<file path="config.mk">
export PLATFORM = sky130hd
export DESIGN_NAME = seg_scan_decoder_flat
export DESIGN_NICKNAME = d
export VERILOG_FILES = /design/src/rtl/seg_scan_decoder_if.sv /design/src/rtl/seg_scan_decoder.sv /design/src/flat_wrapper.sv
export SDC_FILE = /design/constraint.sdc
export NUM_CORES = 1
export LEC_CHECK = 0
export ABC_AREA = 1
export BUFFER_PORTS_ARGS = -buffer_cell sky130_fd_sc_hd__buf_2
export CORE_ASPECT_RATIO = 0.9
export CORE_MARGIN = 2
export CORE_UTILIZATION = 42
export CTS_CLUSTER_SIZE = 40
export DETAILED_ROUTE_END_ITERATION = 12
export PLACE_DENSITY_LB_ADDON = 0.2
export SYNTH_ARGS = -nofsm -noshare
export SYNTH_HDL_FRONTEND = slang
export SYNTH_SLANG_ARGS = --single-unit
</file>
<file path="constraint.sdc">
create_clock -name i_clk -period 1.7 [get_ports i_clk]
set_input_delay 0 -clock i_clk [delete_from_list [all_inputs] [get_ports i_clk]]
set_output_delay 0 -clock i_clk [all_outputs]
set_load 0.005 [all_outputs]
</file>
<file path="src/rtl/seg_scan_decoder_if.sv">
// Scanned 7-segment bus plus the decoded-frame outputs of seg_scan_decoder.
// master drives the scan lines and observes the frame; slave is the decoder.
interface seg_scan_decoder_if;
  logic [7:0]  i_seg;
  logic [3:0]  i_dig;
  logic [15:0] o_val;
  logic [3:0]  o_dp;
  logic [3:0]  o_blank;
  logic        o_frame;
  logic        o_valid;
  logic        o_err;

  modport master (
    output i_seg, i_dig,
    input  o_val, o_dp, o_blank, o_frame, o_valid, o_err
  );

  modport slave (
    input  i_seg, i_dig,
    output o_val, o_dp, o_blank, o_frame, o_valid, o_err
  );
endinterface

</file>
<file path="src/rtl/seg_scan_decoder.sv">
// Decodes a multiplexed 4-digit 7-segment scan back into a 16-bit frame.
// Define SEG_DECODE_HEX_EN to also accept the hex glyphs A,b,C,d,E,F.
module seg_scan_decoder #(
  parameter int SETTLE         = 4,
  parameter int TIMEOUT        = 1000000,
  parameter int CNT_BITS       = 20,
  parameter bit SEG_ACTIVE_LOW = 1'b1,
  parameter bit DIG_ACTIVE_LOW = 1'b1
) (
  input logic           i_clk,
  input logic           i_rst,
  seg_scan_decoder_if.slave bus
);

  localparam int SBITS = $clog2(SETTLE + 1);

  typedef enum logic [1:0] {ST_IDLE, ST_SETTLE, ST_CAPTURED} state_t;

  state_t              state, state_n;
  logic [SBITS-1:0]    cnt, cnt_n;
  logic [7:0]          seg_r, seg_p;
  logic [3:0]          dig_r, dig_p;
  logic [3:0]          sel, sel_prev;
  logic                multi_hot, same, capture;
  logic [3:0]          dec_nib;
  logic                dec_blank, dec_bad;
  logic [15:0]         shadow_val, val_q;
  logic [3:0]          shadow_dp, shadow_blank, mask, dp_q, blank_q;
  logic                frame_q, valid_q, err_q;
  logic [CNT_BITS-1:0] tcnt;

  // Multi-hot selects collapse to zero-hot so they never start a capture.
  function automatic logic [3:0] eff_sel(input logic [3:0] d);
    return ((d & (d - 4'd1)) == 4'd0) ? d : 4'd0;
  endfunction

  always_ff @(posedge i_clk or negedge i_rst) begin
    if (!i_rst) begin
      seg_r <= 8'h00;
      seg_p <= 8'h00;
      dig_r <= 4'h0;
      dig_p <= 4'h0;
    end else begin
      seg_r <= SEG_ACTIVE_LOW ? ~bus.i_seg : bus.i_seg;
      dig_r <= DIG_ACTIVE_LOW ? ~bus.i_dig : bus.i_dig;
      seg_p <= seg_r;
      dig_p <= dig_r;
    end
  end

  assign sel       = eff_sel(dig_r);
  assign sel_prev  = eff_sel(dig_p);
  assign multi_hot = (dig_r != 4'd0) && (sel == 4'd0);
  assign same      = (sel == sel_prev) && (seg_r == seg_p);

  always_comb begin
    dec_nib   = 4'hF;
    dec_blank = 1'b0;
    dec_bad   = 1'b0;
    case (seg_r[6:0])
      7'h00: begin dec_nib = 4'h0; dec_blank = 1'b1; end
      7'h3F: dec_nib = 4'h0;
      7'h06: dec_nib = 4'h1;
      7'h5B: dec_nib = 4'h2;
      7'h4F: dec_nib = 4'h3;
      7'h66: dec_nib = 4'h4;
      7'h6D: dec_nib = 4'h5;
      7'h7D: dec_nib = 4'h6;
      7'h07, 7'h27: dec_nib = 4'h7;
      7'h7F: dec_nib = 4'h8;
      7'h6F, 7'h67: dec_nib = 4'h9;
`ifdef SEG_DECODE_HEX_EN
      7'h77: dec_nib = 4'hA;
      7'h7C: dec_nib = 4'hB;
      7'h39: dec_nib = 4'hC;
      7'h5E: dec_nib = 4'hD;
      7'h79: dec_nib = 4'hE;
      7'h71: dec_nib = 4'hF;
`endif
      default: dec_bad = 1'b1;
    endcase
  end

  always_ff @(posedge i_clk or negedge i_rst) begin
    if (!i_rst) begin
      state <= ST_IDLE;
      cnt   <= '0;
    end else begin
      state <= state_n;
      cnt   <= cnt_n;
    end
  end

  // A new one-hot value (from any state) restarts the dwell; with SETTLE<=1 it captures at once.
  always_comb begin
    state_n = state;
    cnt_n   = cnt;
    capture = 1'b0;
    case (state)
      ST_IDLE: begin
        if (sel != 4'd0) begin
          if (SETTLE <= 1) begin capture = 1'b1; state_n = ST_CAPTURED; end
          else begin state_n = ST_SETTLE; cnt_n = SBITS'(1); end
        end
      end
      ST_SETTLE: begin
        if (sel == 4'd0) begin
          state_n = ST_IDLE;
          cnt_n   = '0;
        end else if (!same) begin
          if (SETTLE <= 1) begin capture = 1'b1; state_n = ST_CAPTURED; end
          else cnt_n = SBITS'(1);
        end else if (int'(cnt) + 1 >= SETTLE) begin
          capture = 1'b1;
          state_n = ST_CAPTURED;
        end else begin
          cnt_n = cnt + SBITS'(1);
        end
      end
      ST_CAPTURED: begin
        if (sel != sel_prev) begin
          if (sel == 4'd0) begin
            state_n = ST_IDLE;
            cnt_n   = '0;
          end else if (SETTLE <= 1) begin
            capture = 1'b1;
          end else begin
            state_n = ST_SETTLE;
            cnt_n   = SBITS'(1);
          end
        end
      end
      default: state_n = ST_IDLE;
    endcase
  end

  // Frame publish, shadow capture, timeout and the sticky error flag.
  always_ff @(posedge i_clk or negedge i_rst) begin
    if (!i_rst) begin
      shadow_val   <= '0;
      shadow_dp    <= '0;
      shadow_blank <= '0;
      mask         <= '0;
      val_q        <= '0;
      dp_q         <= '0;
      blank_q      <= '0;
      frame_q      <= 1'b0;
      valid_q      <= 1'b0;
      err_q        <= 1'b0;
      tcnt         <= '0;
    end else begin
      frame_q <= 1'b0;
      if (capture) begin
        for (int k = 0; k < 4; k++) begin
          if (sel[k]) begin
            shadow_val[4*k +: 4] <= dec_nib;
            shadow_dp[k]         <= seg_r[7];
            shadow_blank[k]      <= dec_blank;
          end
        end
        if (dec_bad) err_q <= 1'b1;
      end
      if (multi_hot) err_q <= 1'b1;

      if (mask == 4'hF) begin
        val_q   <= shadow_val;
        dp_q    <= shadow_dp;
        blank_q <= shadow_blank;
        frame_q <= 1'b1;
        valid_q <= 1'b1;
        tcnt    <= '0;
        mask    <= capture ? sel : 4'd0;
      end else begin
        if (capture) mask <= mask | sel;
        if (tcnt < CNT_BITS'(TIMEOUT)) tcnt <= tcnt + CNT_BITS'(1);
        if (tcnt >= CNT_BITS'(TIMEOUT - 1)) valid_q <= 1'b0;
      end
    end
  end

  assign bus.o_val   = val_q;
  assign bus.o_dp    = dp_q;
  assign bus.o_blank = blank_q;
  assign bus.o_frame = frame_q;
  assign bus.o_valid = valid_q;
  assign bus.o_err   = err_q;

endmodule

</file>
<file path="src/flat_wrapper.sv">
// flat-port wrapper written by rule: the top's interface ports become plain ports
module seg_scan_decoder_flat 
#(
  parameter int SETTLE         = 4,
  parameter int TIMEOUT        = 1000000,
  parameter int CNT_BITS       = 20,
  parameter bit SEG_ACTIVE_LOW = 1'b1,
  parameter bit DIG_ACTIVE_LOW = 1'b1
)
  (i_clk, i_rst, bus_i_seg, bus_i_dig, bus_o_val, bus_o_dp, bus_o_blank, bus_o_frame, bus_o_valid, bus_o_err);
  seg_scan_decoder_if bus_i ();
  input logic i_clk;
  input logic i_rst;
  input wire logic [$bits(bus_i.i_seg)-1:0] bus_i_seg;
  input wire logic [$bits(bus_i.i_dig)-1:0] bus_i_dig;
  output wire logic [$bits(bus_i.o_val)-1:0] bus_o_val;
  output wire logic [$bits(bus_i.o_dp)-1:0] bus_o_dp;
  output wire logic [$bits(bus_i.o_blank)-1:0] bus_o_blank;
  output wire logic [$bits(bus_i.o_frame)-1:0] bus_o_frame;
  output wire logic [$bits(bus_i.o_valid)-1:0] bus_o_valid;
  output wire logic [$bits(bus_i.o_err)-1:0] bus_o_err;
  assign bus_i.i_seg = bus_i_seg;
  assign bus_i.i_dig = bus_i_dig;
  assign bus_o_val = bus_i.o_val;
  assign bus_o_dp = bus_i.o_dp;
  assign bus_o_blank = bus_i.o_blank;
  assign bus_o_frame = bus_i.o_frame;
  assign bus_o_valid = bus_i.o_valid;
  assign bus_o_err = bus_i.o_err;
  seg_scan_decoder #(.SETTLE(SETTLE), .TIMEOUT(TIMEOUT), .CNT_BITS(CNT_BITS), .SEG_ACTIVE_LOW(SEG_ACTIVE_LOW), .DIG_ACTIVE_LOW(DIG_ACTIVE_LOW)) u_core (.i_clk(i_clk), .i_rst(i_rst), .bus(bus_i));
endmodule
</file>
==> results of run 1 <==
==> state kept, by name, summed over array words and instances (netlist names) <==
signal and flops:
u_core.shadow_dp 4, u_core.shadow_blank 4, u_core.shadow_val 16, u_core.bus.o_blank 4
u_core.dig_r 4, u_core.bus.o_dp 4, u_core.seg_r 8, u_core.state 2
u_core.cnt 3, u_core.mask 4, u_core.tcnt 20, u_core.bus.o_valid 1
u_core.bus.o_frame 1, u_core.dig_p 4, u_core.bus.o_err 1, u_core.bus.o_val 16
u_core.seg_p 8
==> cells by family (layout without fill, tap and decap cells) <==
group | count (synthesis) | in the layout | share of synthesized area, %
adders and majority gates | 6 | 6 | 1.51
xor gates and xnor gates | 14 | 14 | 2.47
DFF | 104 | 104 | 52.5
AOI/OAI and AO/OA | 31 | 31 | 3.38
and+or+nand+nor | 364 | 364 | 33.0
buffers and inverters | 90 | 212 | 7.14
==> placed cells by master (no fill, tap or decap), types with 6 or more instances in the layout <==
master         Yosys  final
nand2_1          206    166
nand4_1           13     13
xor2_1             6      6
buf_2              1     39
ha_1               6      6
dfrtp_1          104    102
nor3_1            17     14
inv_2             20     20
o21ai_0            6      6
inv_1             56     51
o21ai_1           16     13
inv_4              0      6
buf_4              2     56
clkbuf_16          0      9
dlygate4sd3_1      0     13
nand3_1           58     55
xnor2_1            8      7
nand2_2            0     37
nor2_1            45     40
==> stage by stage <==
step           worst slack (ns)  utilization [%]  cell area [sq um]  std cells  total power, mW
4_1_cts                  -0.104             55.2               6330        883             5.10
5_1_grt                  -0.217             57.5               6610        887             5.34
6_report                 -0.111             57.5               6610        887             5.08
3_3_place_gp            -0.0685             50.0               5750        844             3.06
3_5_place_dp             -0.149             50.0               5750        844             3.07
2_1_floorplan           -0.0305                -               4970        609             2.87
==> metal layers <==
| metal | GRT usage [%] | vias up |
|---|---|---|
| li1 | - | 2181 |
| met1 | 24.5 | 2022 |
| met2 | 32.6 | 106 |
| met3 | 4.04 | 12 |
| met4 | 6.38 | 0 |
| met5 | 0 | - |
==> critical path, stage by stage (launching register included) <==
cell and delay, ns:
dfrtp_1 0.44, inv_4 0.13, nand4_4 0.13, inv_4 0.09, nand2_2 0.05, nand2_2 0.07, nand2_2 0.06, nor2_4 0.11
nand3_2 0.10, nor2_4 0.15, buf_12 0.18, nand2_8 0.09, nand2_1 0.07, nand2_1 0.05
==> cell usage after synthesis (4+ instances only) <==
cell	number	area [sq um]
nand2_1	206	773
inv_1	56	210
xnor2_1	8	70.1
nor4_1	6	37.5
clkbuf_1	9	33.8
nand4_1	13	81.3
dfrtp_1	104	2600
nand2_4	4	45.0
nand4_2	4	50.1
nor3_1	17	85.1
o21ai_0	6	30.0
o21ai_1	16	80.1
nor2_1	45	169
inv_2	20	75.1
nand3_1	58	290
xor2_1	6	52.6
ha_1	6	75.1
==> power by group <==
group | switching [mW] | internal [mW] | total, mW
sequential | 0.0577 | 2.53 | 2.59
combinational | 0.297 | 0.223 | 0.520
clock | 0.927 | 1.05 | 1.97
total | 1.28 | 3.80 | 5.08
==> area by class of cell <==
cell class | count | area share (%)
timing repair buffer | 119 | 14.1
inverter | 77 | 4.60
tap | 156 | 2.96
clock inverter | 5 | 0.606
multi-input combinational | 415 | 34.6
sequential | 104 | 39.4
clock buffer | 11 | 3.67
==> timing repair <==
action / 4_1_cts / 5_1_grt
gates resized for setup: 15 / 79
gates cloned: 2 / 0
setup buffers: 8 / 6
pin swaps: 9 / 23
endpoints found under the hold margin: 54 / 0
hold buffers: 13 / 0
setup endpoints to repair: 32 / 52
==> worst max-delay path by stage <==
stage                                        end  slack (ns)                      start  cells past startpoint
2_1_floorplan  u_core.shadow_val[11]$_DFFE_PN0P_       -0.03  u_core.dig_r[1]$_DFF_PN0_                     13
4_1_cts          u_core.shadow_dp[0]$_DFFE_PN0P_       -0.10  u_core.dig_r[3]$_DFF_PN0_                     13
6_report        u_core.shadow_val[0]$_DFFE_PN0P_       -0.11  u_core.dig_r[3]$_DFF_PN0_                     13
3_5_place_dp     u_core.shadow_dp[0]$_DFFE_PN0P_       -0.15  u_core.dig_r[3]$_DFF_PN0_                     13
3_3_place_gp   u_core.shadow_val[13]$_DFFE_PN0P_       -0.07  u_core.dig_r[3]$_DFF_PN0_                     13
5_1_grt         u_core.shadow_val[3]$_DFFE_PN0P_       -0.22  u_core.dig_r[3]$_DFF_PN0_                     12
==> qor.csv, run 1 <==
stage;metric;value;unit
outcome;status;complete, but fails checks;
outcome;violations;negative setup slack;
detailed_routing;met1_length;5.15;mm
die;ioPinCount;41;
global_route;grt_pass1_vias;4243;
synth;synth_seq_cells;104;
setup_path;startpoint_type;register;
clocking;cts_max_path_buffers;2;
power_and_ir_drop;p_leak;3.46;nW
synth;ys_warn_count;0;
detailed_routing;totalWireLength;11.3;mm
detailed_routing;ant_nets;0;
clocking;numCtsBuffers;9;
global_route;grt_pass1_wl;19.5;mm
timing;hold_viol;0;
setup_path;r2r-start;u_core.dig_r[3]$_DFF_PN0_;
detailed_routing;wire_per_inst;12.8;microns
die;core;11500;sq um
setup_path;worst-setup-path-type;register to register;
setup_path;cp.arrival;2.04;ns
synth;seq_area_frac_synth;52.5;%
timing;hold_slack;0.197;ns
timing;rsz0062_at_grt;yes;
synth;synthArstFlopShare;100;%
global_route;antenna_found_initial;0;
timing;fin_setup_tns;-2.32;ns
clocking;cts-root-buf;clkbuf_16;
die;die_w;119;microns
placed_design;portBuffers;40;
clocking;cts_tree;built;
synth;syn-num-nets;629;
clocking;clock-sinks;104;
detailed_routing;detail_route.vias_per_cell;4.87;
timing;fin_crit_sh;107;%
cells_and_area;multiInputGateArea;2290;sq um
synth;synth_flop_cell;dfrtp_1;
detailed_routing;drt_iter0_drc;189;
power_and_ir_drop;ir_worst_vdd;0.574;mV
detailed_routing;firstDrtPassIters;5;
timing;slew_viol_final;0;
clocking;clk_latency;0.35;ns
setup_path;rrSetupSlack;-0.11;ns
power_and_ir_drop;p_per_area;769;nW/um^2
placed_design;place_congestion;0.917;
global_route;grt_overflow;0;
placed_design;dpl.hpwl;7.91;mm
timing;fin_skew;0.0113;ns
cells_and_area;nets;746;
clocking;htreeDepth;3;
cells_and_area;num-fill-cells;1046;
synth;syn-instance-count;609;
synth;synth_edf_count;0;
die;rows;37;
setup_path;cp.required;1.93;ns
cells_and_area;areaGrowthSynthToFinish;33.2;%
cells_and_area;diodes;0;
global_route;track_usage;19.2;%
detailed_routing;route.detailed.drc;0;
setup_path;cp_max_fo;8;
detailed_routing;wl_met3;462;microns
timing;layout_setup_ws;-0.111;ns
die;die-area;12700;sq um
die;die_h;107;microns
timing;worstMarginPinSlew;0.581;ns
setup_path;reg2reg_depth;13;
clocking;clk_transition_reported_paths;0.07;ns
cells_and_area;drive_gt1_share;30.4;%
timing;setup_violations;31;
timing;relSlewSlack;61.3;%
detailed_routing;num_vias;4321;
synth;syn_area;4960;sq um
timing;period_needed;1.81;ns
detailed_routing;highest_layer;met4;
global_route;grt_max_degree;46;
cells_and_area;seqCellArea;2610;sq um
job;drv_cap;0;
setup_path;r2r-end;u_core.shadow_val[0]$_DFFE_PN0P_;
setup_path;critPathCaptureType;register;
detailed_routing;dr_wl_met2;5.58;mm
timing;max_freq;0.552;GHz
synth;synth_cell_type_count;37;
worst_hold_path;hp-class;primary input to async pin;
die;start_util;43.2;%
synth;avgSynthCellArea;8.14;sq um
Note: power is estimated with default switching activity, not from simulation.
==> run 2, diff against run 1 <==
--- a/config.mk
+++ b/config.mk
@@ -5,7 +5,6 @@
 export SDC_FILE = /design/constraint.sdc
 export NUM_CORES = 1
 export LEC_CHECK = 0
-export ABC_AREA = 1
 export BUFFER_PORTS_ARGS = -buffer_cell sky130_fd_sc_hd__buf_2
 export CORE_ASPECT_RATIO = 0.9
 export CORE_MARGIN = 2
==> run 2 against run 1 <==
Compared with the run above: the run still ends with negative setup slack left; clock skew decreased by 0.0027 ns; synthesized cell count down 26%; maximum frequency is 16% lower; critical path depth is 6 lower; non-clock buffer count grew 32; global-route usage shrank 0.85 points; sequential power barely moved; via count is 17% lower; combinational power grew 18%; routed wire length shrank 8.8%; synthesized area decreased by 6.8%; worst hold slack worse by 0.020 ns.
==> qor.csv, run 2 <==
stage;metric;value;unit;change
die;die_h;104;microns;-3.3%
timing;layout_setup_ws;-0.466;ns;-0.355 ns
synth;seq_area_frac_synth;56.3;%;+3.8 points
cells_and_area;areaGrowthSynthToFinish;40.9;%;
power_and_ir_drop;p_comb_share;11.8;%;+1.6 points
timing;setup_violations;48;;+55%
setup_path;slowest_stage;dfrtp_2;;
die;start_util;42.9;%;-0.27 points
synth;synth_mux_area_share;6.31;%;+6.3 points
placed_design;dpl.hpwl;6.67;mm;-16%
cells_and_area;nets;610;;-18%
die;die-area;11900;sq um;-6.6%
cells_and_area;final_cell_mix;98 x dfrtp_1, 94 x nand2_1, 77 x buf_4, 39 x buf_2, 25 x inv_1;;
timing;period_needed;2.17;ns;+0.355 ns
cells_and_area;drive_gt1_share;39.2;%;+8.8 points
setup_path;worst-setup-path-type;register to register;;
cells_and_area;seqCellArea;2610;sq um;+0.19%
timing;slew_viol_final;0;;unchanged
synth;synthArstFlopShare;100;%;unchanged
synth;synth_xor_area_share;4.74;%;+2.3 points
synth;synth_top_family_by_area;simple AND/OR/NAND/NOR gates;;
synth;synth_compound_area_share;7.39;%;+4.0 points
timing;fin_skew;0.00860;ns;-0.00268 ns
clocking;cts-root-buf;clkbuf_16;;
timing;relSlewSlack;63.9;%;+2.6 points
clocking;cts_tree;built;;
setup_path;path_cells;buf_4 > xnor2_1 > a31oi_1 > o22a_2 > o32a_1 > o21ai_1 > mux2_2;;
synth;synth_flop_cell;dfrtp_1;;
global_route;grt_overflow;0;;unchanged
synth;synthSimpleGateAreaFrac;19.4;%;-14 points
die;die_w;115;microns;-3.3%
synth;syn_area;4620;sq um;-6.8%
global_route;grt_max_degree;40;;-13%
synth;synth_cell_type_count;52;;+41%
worst_hold_path;hp-class;primary input to async pin;;
timing;hold_viol;0;;unchanged
setup_path;reg2reg_depth;7;;-6
clocking;htreeDepth;3;;unchanged
setup_path;r2r-end;u_core.state[0]$_DFFE_PN0P_;;
power_and_ir_drop;swShare;25.3;%;+0.049 points
detailed_routing;wire_per_inst;14.2;microns;+11%
synth;synth_edf_count;0;;unchanged
synth;avgSynthCellArea;10.3;sq um;+27%
setup_path;cp.required;1.94;ns;about the same
detailed_routing;drt_iter0_drc;150;;-21%
timing;rsz0062_at_grt;yes;;
clocking;numCtsBuffers;9;;unchanged
cells_and_area;finalInstanceArea;6510;sq um;-1.4%
synth;synth_fa_ha_area_share;1.62;%;+0.11 points
setup_path;rrSetupSlack;-0.47;ns;-0.35 ns
synth;synth_seq_cells;104;;unchanged
synth;post-synth-top-area-fraction;56.3;%;+3.8 points
die;core;10800;sq um;-6.2%
clocking;clk_latency;0.35;ns;about the same
synth;syn-num-nets;468;;-26%
power_and_ir_drop;p_leak;3.21;nW;-7.0%
setup_path;critPathCaptureType;register;;
cells_and_area;final_common_cell;dfrtp_1;;
setup_path;cp.arrival;2.40;ns;+0.36 ns
die;ioPinCount;41;;unchanged
cells_and_area;diodes;0;;unchanged
timing;max_freq;0.462;GHz;-16%
clocking;clk_transition_reported_paths;0.07;ns;about the same
synth;synth_top_area_cell;dfrtp_1;;
setup_path;crit_family;compound AO/OA/AOI/OAI gates;;
job;drv_cap;0;;unchanged
setup_path;crit_buf_inv;1;;-2
power_and_ir_drop;internal_power;3.90;mW;+2.7%
setup_path;slowest_delay;0.49;ns;+0.05 ns
placed_design;portBuffers;40;;unchanged
synth;synth.most_common_cell;dfrtp_1;;
setup_path;startpoint_type;register;;
detailed_routing;route.detailed.drc;0;;unchanged
cells_and_area;regMostFlops;u_core.tcnt;;
detailed_routing;detail_route.vias_per_cell;4.92;;+1.1%
placed_design;dp_slack;-0.514;ns;-0.366 ns
power_and_ir_drop;p_switching;1.32;mW;+3.0%
placed_design;place_congestion;0.855;;-6.8%
detailed_routing;totalWireLength;10.3;mm;-8.8%
outcome;violations;negative setup slack;;
synth;ys_top_cells_by_area;dfrtp_1 56%, nand2_1 8.1%, mux2_2 5.4%;;
timing;hold_slack;0.178;ns;-0.0198 ns
setup_path;path_depth;7;;-6
synth;ys_warn_count;0;;unchanged
synth;syn-instance-count;448;;-26%
clocking;clock-sinks;104;;unchanged
power_and_ir_drop;ir_worst_vdd;0.500;mV;-13%
power_and_ir_drop;p_seq_share;49.6;%;-1.3 points
global_route;antenna_found_initial;0;;unchanged
synth;synth_common_cells;104 x dfrtp_1, 100 x nand2_1, 25 x inv_1;;
global_route;grt_pass1_vias;3640;;-14%
cells_and_area;multiInputGateArea;2170;sq um;-5.2%
timing;fin_crit_sh;127;%;+21 points
setup_path;r2r-start;u_core.dig_r[0]$_DFF_PN0_;;
clocking;cts_max_path_buffers;2;;unchanged
timing;worstMarginPinSlew;0.541;ns;-0.0397 ns
setup_path;cp_max_fo;6;;-2
global_route;grt_pass1_wl;17.4;mm;-11%
cells_and_area;num-fill-cells;878;;-16%
die;rows;36;;-2.7%
detailed_routing;firstDrtPassIters;4;;-1
detailed_routing;ant_nets;0;;unchanged
power_and_ir_drop;p_per_area;802;nW/um^2;+4.3%
placed_design;place_area;5530;sq um;-3.8%
outcome;status;complete, but fails checks;;
detailed_routing;num_vias;3585;;-17%
global_route;track_usage;18.3;%;-0.85 points
cells_and_area;largest_reg_flops;20;;unchanged
power_and_ir_drop;pwr-share-clk;38.7;%;-0.2 points
run 2: cell types whose count changed in the layout (fill, tap and decap cells not counted), sizes merged, moves of 7 or more:
| cell | delta |
|---|---|
| nor3 | -10 |
| nand4 | -10 |
| o21ai | -7 |
| xor2 | +9 |
| nand3 | -40 |
| or3 | +8 |
| nor2 | -27 |
| a21oi | +10 |
| buf | +32 |
| nand2 | -110 |
| mux2 | +25 |
| inv | -52 |
run 2: cell families (layout without fill, tap and decap cells):
| group | after synthesis | count (layout) |
|---|---|---|
| simple gates | 189 | 189 |
| flops | 104 | 104 |
| compound gates | 52 | 52 |
| buf+inv | 46 | 193 |
| mux | 26 | 26 |
| xor+xnor | 25 | 25 |
| fa+ha+maj | 6 | 6 |
run 2: worst max path at each step:
stage	startpoint	endpoint	slack, ns
after detailed placement	u_core.dig_r[0]$_DFF_PN0_	u_core.shadow_dp[2]$_DFFE_PN0P_	-0.51
after floorplan	u_core.dig_r[3]$_DFF_PN0_	u_core.state[0]$_DFFE_PN0P_	-0.33
after global routing	u_core.dig_r[0]$_DFF_PN0_	u_core.state[0]$_DFFE_PN0P_	-0.55
final	u_core.dig_r[0]$_DFF_PN0_	u_core.state[0]$_DFFE_PN0P_	-0.47
after CTS	u_core.dig_r[0]$_DFF_PN0_	u_core.shadow_dp[2]$_DFFE_PN0P_	-0.40
after global placement	u_core.dig_r[0]$_DFF_PN0_	u_core.shadow_dp[0]$_DFFE_PN0P_	-0.44
run 2: stage by stage:
step | TNS (ns) | cells | utilization (%) | total power [mW]
after floorplan | -7.99 | 448 | - | 2.89
after global placement | -14.27 | 675 | 51.3 | 3.10
after detailed placement | -16.58 | 675 | 51.3 | 3.12
after CTS | -14.44 | 724 | 58.4 | 5.24
after global routing | -21.24 | 728 | 60.5 | 5.43
final | -15.18 | 728 | 60.5 | 5.22
run 2: metal layers:
| layer | track usage, % | share of wire [%] | vias to the layer above |
|---|---|---|---|
| li1 | - | - | 1787 |
| met1 | 25.9 | 49 | 1736 |
| met2 | 28.0 | 47 | 50 |
| met3 | 4.56 | 3.2 | 12 |
| met4 | 5.31 | 1.4 | 0 |
| met5 | 0 | 0 | - |
run 2: cell type report:
type / count / share of cell area, %
tap: 133 / 2.56
inverter: 26 / 1.50
timing repair buffer: 151 / 18.1
clock buffer: 10 / 3.67
multi-input combinational: 298 / 33.3
clock inverter: 6 / 0.788
sequential: 104 / 40.1
run 2: power groups by stage:
stage | logic (mW) | registers, mW | clock network [mW]
after detailed placement | 0.485 | 2.63 | 0
after global routing | 0.676 | 2.60 | 2.15
after global placement | 0.475 | 2.63 | 0
final | 0.615 | 2.59 | 2.02
after CTS | 0.577 | 2.58 | 2.08
after floorplan | 0.275 | 2.61 | 0
run 2: what timing repair did:
action                                  4_1_cts  5_1_grt
setup buffers                                21       13
hold endpoints to repair                     49        0
resized for setup                            43       44
hold buffers                                 13        0
endpoints found under the setup margin       46       55
pin swaps                                    21       33
==> run 3, diff against run 2 <==
--- a/config.mk
+++ b/config.mk
@@ -5,12 +5,13 @@
 export SDC_FILE = /design/constraint.sdc
 export NUM_CORES = 1
 export LEC_CHECK = 0
-export BUFFER_PORTS_ARGS = -buffer_cell sky130_fd_sc_hd__buf_2
+export CAP_MARGIN = 5
 export CORE_ASPECT_RATIO = 0.9
 export CORE_MARGIN = 2
 export CORE_UTILIZATION = 42
 export CTS_CLUSTER_SIZE = 40
 export DETAILED_ROUTE_END_ITERATION = 12
+export DONT_BUFFER_PORTS = 1
 export PLACE_DENSITY_LB_ADDON = 0.2
 export SYNTH_ARGS = -nofsm -noshare
 export SYNTH_HDL_FRONTEND = slang
==> run 3 against run 2 <==
Compared with the run above: the run ends with negative hold slack, negative setup slack left; highest routed layer unchanged; clock-buffer cell count shrank 1; largest cell class unchanged; setup slack better by 0.069 ns; flip-flop and latch count unchanged.
==> qor.csv, run 3 (same netlist as run 2, synthesis figures left out) <==
stage;metric;value;unit;change
clocking;clk_latency;0.36;ns;about the same
worst_hold_path;hp-class;primary input to async pin;;
clocking;postCtsHoldBufs;12;;-1
die;die_w;115;microns;unchanged
die;die_h;104;microns;unchanged
power_and_ir_drop;p_switching;1.27;mW;-3.4%
detailed_routing;detail_route.vias_per_cell;5.05;;+2.6%
die;ioPinCount;41;;unchanged
detailed_routing;drt_iter0_drc;142;;-5.3%
placed_design;dpl.hpwl;6.41;mm;-3.9%
placed_design;place_congestion;0.851;;-0.44%
cells_and_area;diodes;0;;unchanged
detailed_routing;firstDrtPassIters;4;;unchanged
detailed_routing;ant_nets;0;;unchanged
cells_and_area;finish.utilization;59.1;%;-1.4 points
setup_path;crit_start;u_core.dig_r[1]$_DFF_PN0_;;
die;rows;36;;unchanged
global_route;antenna_found_initial;0;;unchanged
timing;fin_skew;0.00765;ns;-0.000953 ns
outcome;violations;negative hold slack, negative setup slack;;
die;core;10800;sq um;unchanged
timing;period_needed;2.10;ns;-0.0687 ns
timing;hold_viol;104;;+104
power_and_ir_drop;ir_worst_vdd;0.643;mV;+29%
clocking;htreeDepth;3;;unchanged
cells_and_area;num-fill-cells;877;;-0.11%
setup_path;r2r-end;u_core.state[0]$_DFFE_PN0P_;;
power_and_ir_drop;p_per_area;805;nW/um^2;+0.40%
detailed_routing;num_vias;3485;;-2.8%
timing;rsz0062_at_grt;yes;;
setup_path;rrSetupSlack;-0.40;ns;+0.07 ns
timing;slew_viol_final;0;;unchanged
timing;worstMarginPinSlew;0.603;ns;+0.0621 ns
power_and_ir_drop;p_leak;3.01;nW;-6.2%
global_route;grt_pass1_vias;3490;;-4.1%
clocking;cts_max_path_buffers;2;;unchanged
detailed_routing;wire_per_inst;14.6;microns;+3.0%
setup_path;reg2reg_depth;6;;-1
power_and_ir_drop;p_seq_share;50.5;%;+0.9 points
power_and_ir_drop;power;5.12;mW;-1.9%
setup_path;startpoint_type;register;;
cells_and_area;layout.cells.non_filler;690;;-5.2%
clocking;cts-root-buf;clkbuf_16;;
placed_design;dp.cells;635;;-5.9%
timing;layout_setup_ws;-0.397;ns;+0.0687 ns
setup_path;r2r-start;u_core.dig_r[1]$_DFF_PN0_;;
cells_and_area;final_cell_mix;98 x dfrtp_1, 93 x nand2_1, 83 x buf_4, 25 x inv_1, 20 x mux2_2;;
power_and_ir_drop;pwr-share-clk;38.5;%;-0.2 points
detailed_routing;totalWireLength;10.1;mm;-2.4%
cells_and_area;drive_gt1_share;37.3;%;-1.8 points
outcome;status;complete, but fails checks;;
setup_path;cp_max_fo;7;;+1
timing;relSlewSlack;59.4;%;-4.5 points
die;die-area;11900;sq um;unchanged
cells_and_area;areaGrowthSynthToFinish;37.7;%;
detailed_routing;route.detailed.drc;0;;unchanged
global_route;grt_pass1_wl;16.7;mm;-4.3%
global_route;grt_max_degree;105;;+160%
cells_and_area;regMostFlops;u_core.tcnt;;
timing;hold_slack;-0.667;ns;-0.844 ns
setup_path;critPathCaptureType;register;;
global_route;track_usage;17.7;%;-0.64 points
die;start_util;42.9;%;unchanged
cells_and_area;final_common_cell;dfrtp_1;;
clocking;cts_tree;built;;
cells_and_area;largest_reg_flops;20;;unchanged
power_and_ir_drop;swShare;24.9;%;-0.40 points
clocking;clk_transition_reported_paths;0.07;ns;about the same
power_and_ir_drop;p_comb_share;11.0;%;-0.8 points
job;drv_cap;0;;unchanged
clocking;clock-sinks;104;;unchanged
setup_path;endpoint;u_core.state[0]$_DFFE_PN0P_;;
global_route;grt_overflow;0;;unchanged
setup_path;worst-setup-path-type;register to register;;
clocking;numCtsBuffers;9;;unchanged
timing;max_freq;0.477;GHz;+3.3%
timing;fin_crit_sh;123;%;-4.0 points
setup_path;cp.required;1.94;ns;about the same
power_and_ir_drop;internal_power;3.85;mW;-1.3%
timing;setup_violations;52;;+8.3%
setup_path;cp.arrival;2.34;ns;-0.06 ns
cells_and_area;nets;573;;-6.1%
placed_design;portBuffers;0;;-100%
-- run 3: power by group through the flow --
stage | clock network, mW | registers (mW) | logic (mW)
6_report | 1.97 | 2.59 | 0.564
5_1_grt | 2.12 | 2.60 | 0.613
4_1_cts | 2.02 | 2.58 | 0.479
3_5_place_dp | 0 | 2.63 | 0.407
3_3_place_gp | 0 | 2.63 | 0.399
2_1_floorplan | 0 | 2.61 | 0.275
-- run 3: how the worst min path moves through the flow --
| stage | startpoint | endpoint | depth (start not counted) |
|---|---|---|---|
| 2_1_floorplan | i_rst | u_core.bus.o_blank[0]$_DFFE_PN0P_ | 0 |
| 3_3_place_gp | i_rst | u_core.bus.o_dp[0]$_DFFE_PN0P_ | 0 |
| 3_5_place_dp | i_rst | u_core.tcnt[18]$_DFFE_PN0P_ | 0 |
| 4_1_cts | i_rst | u_core.shadow_blank[0]$_DFFE_PN0P_ | 0 |
| 5_1_grt | i_rst | u_core.tcnt[18]$_DFFE_PN0P_ | 0 |
| 6_report | i_rst | u_core.tcnt[16]$_DFFE_PN0P_ | 0 |
-- run 3: final cells by class --
class,count,area [sq um],share of cell area (%)
timing repair buffer,114,966,15.2
clock buffer,9,225,3.54
multi-input combinational,298,2250,35.3
clock inverter,6,52.6,0.826
sequential,104,2610,41.0
tap,133,166,2.61
inverter,26,97.6,1.53
-- run 3: layer usage --
layer	track usage, %	routed length (microns)	up-vias
met5	0	0	-
met4	6.10	175	0
met3	4.80	399	13
met2	26.2	4660	57
met1	25.1	4840	1692
li1	-	-	1723
-- run 3: stage by stage --
| stage | hold WS [ns] | TNS, ns | setup slack [ns] | instance area [sq um] |
|---|---|---|---|---|
| floorplan | -0.296 | -7.99 | -0.326 | 4690 |
| global placement | -0.293 | -13.59 | -0.434 | 5300 |
| detailed placement | -0.292 | -16.21 | -0.513 | 5300 |
| CTS | -0.676 | -14.62 | -0.386 | 6000 |
| global route | -0.680 | -18.96 | -0.458 | 6360 |
| finish | -0.667 | -14.18 | -0.397 | 6360 |
-- run 3: timing repair --
| action | CTS | global route |
|---|---|---|
| pin swaps | 26 | 35 |
| gates resized for setup | 38 | 64 |
| endpoints found under the setup margin | 46 | 55 |
| endpoints found under the hold margin | 116 | 104 |
| setup buffers | 20 | 12 |
-- run 3: worst max-delay path, cell delays in order, from the launching register on --
cell      delay, ns
dfrtp_2        0.49
a211oi_2       0.32
o22ai_2        0.14
o22a_4         0.28
nor4_4         0.37
o21ai_2        0.09
mux2_4         0.30
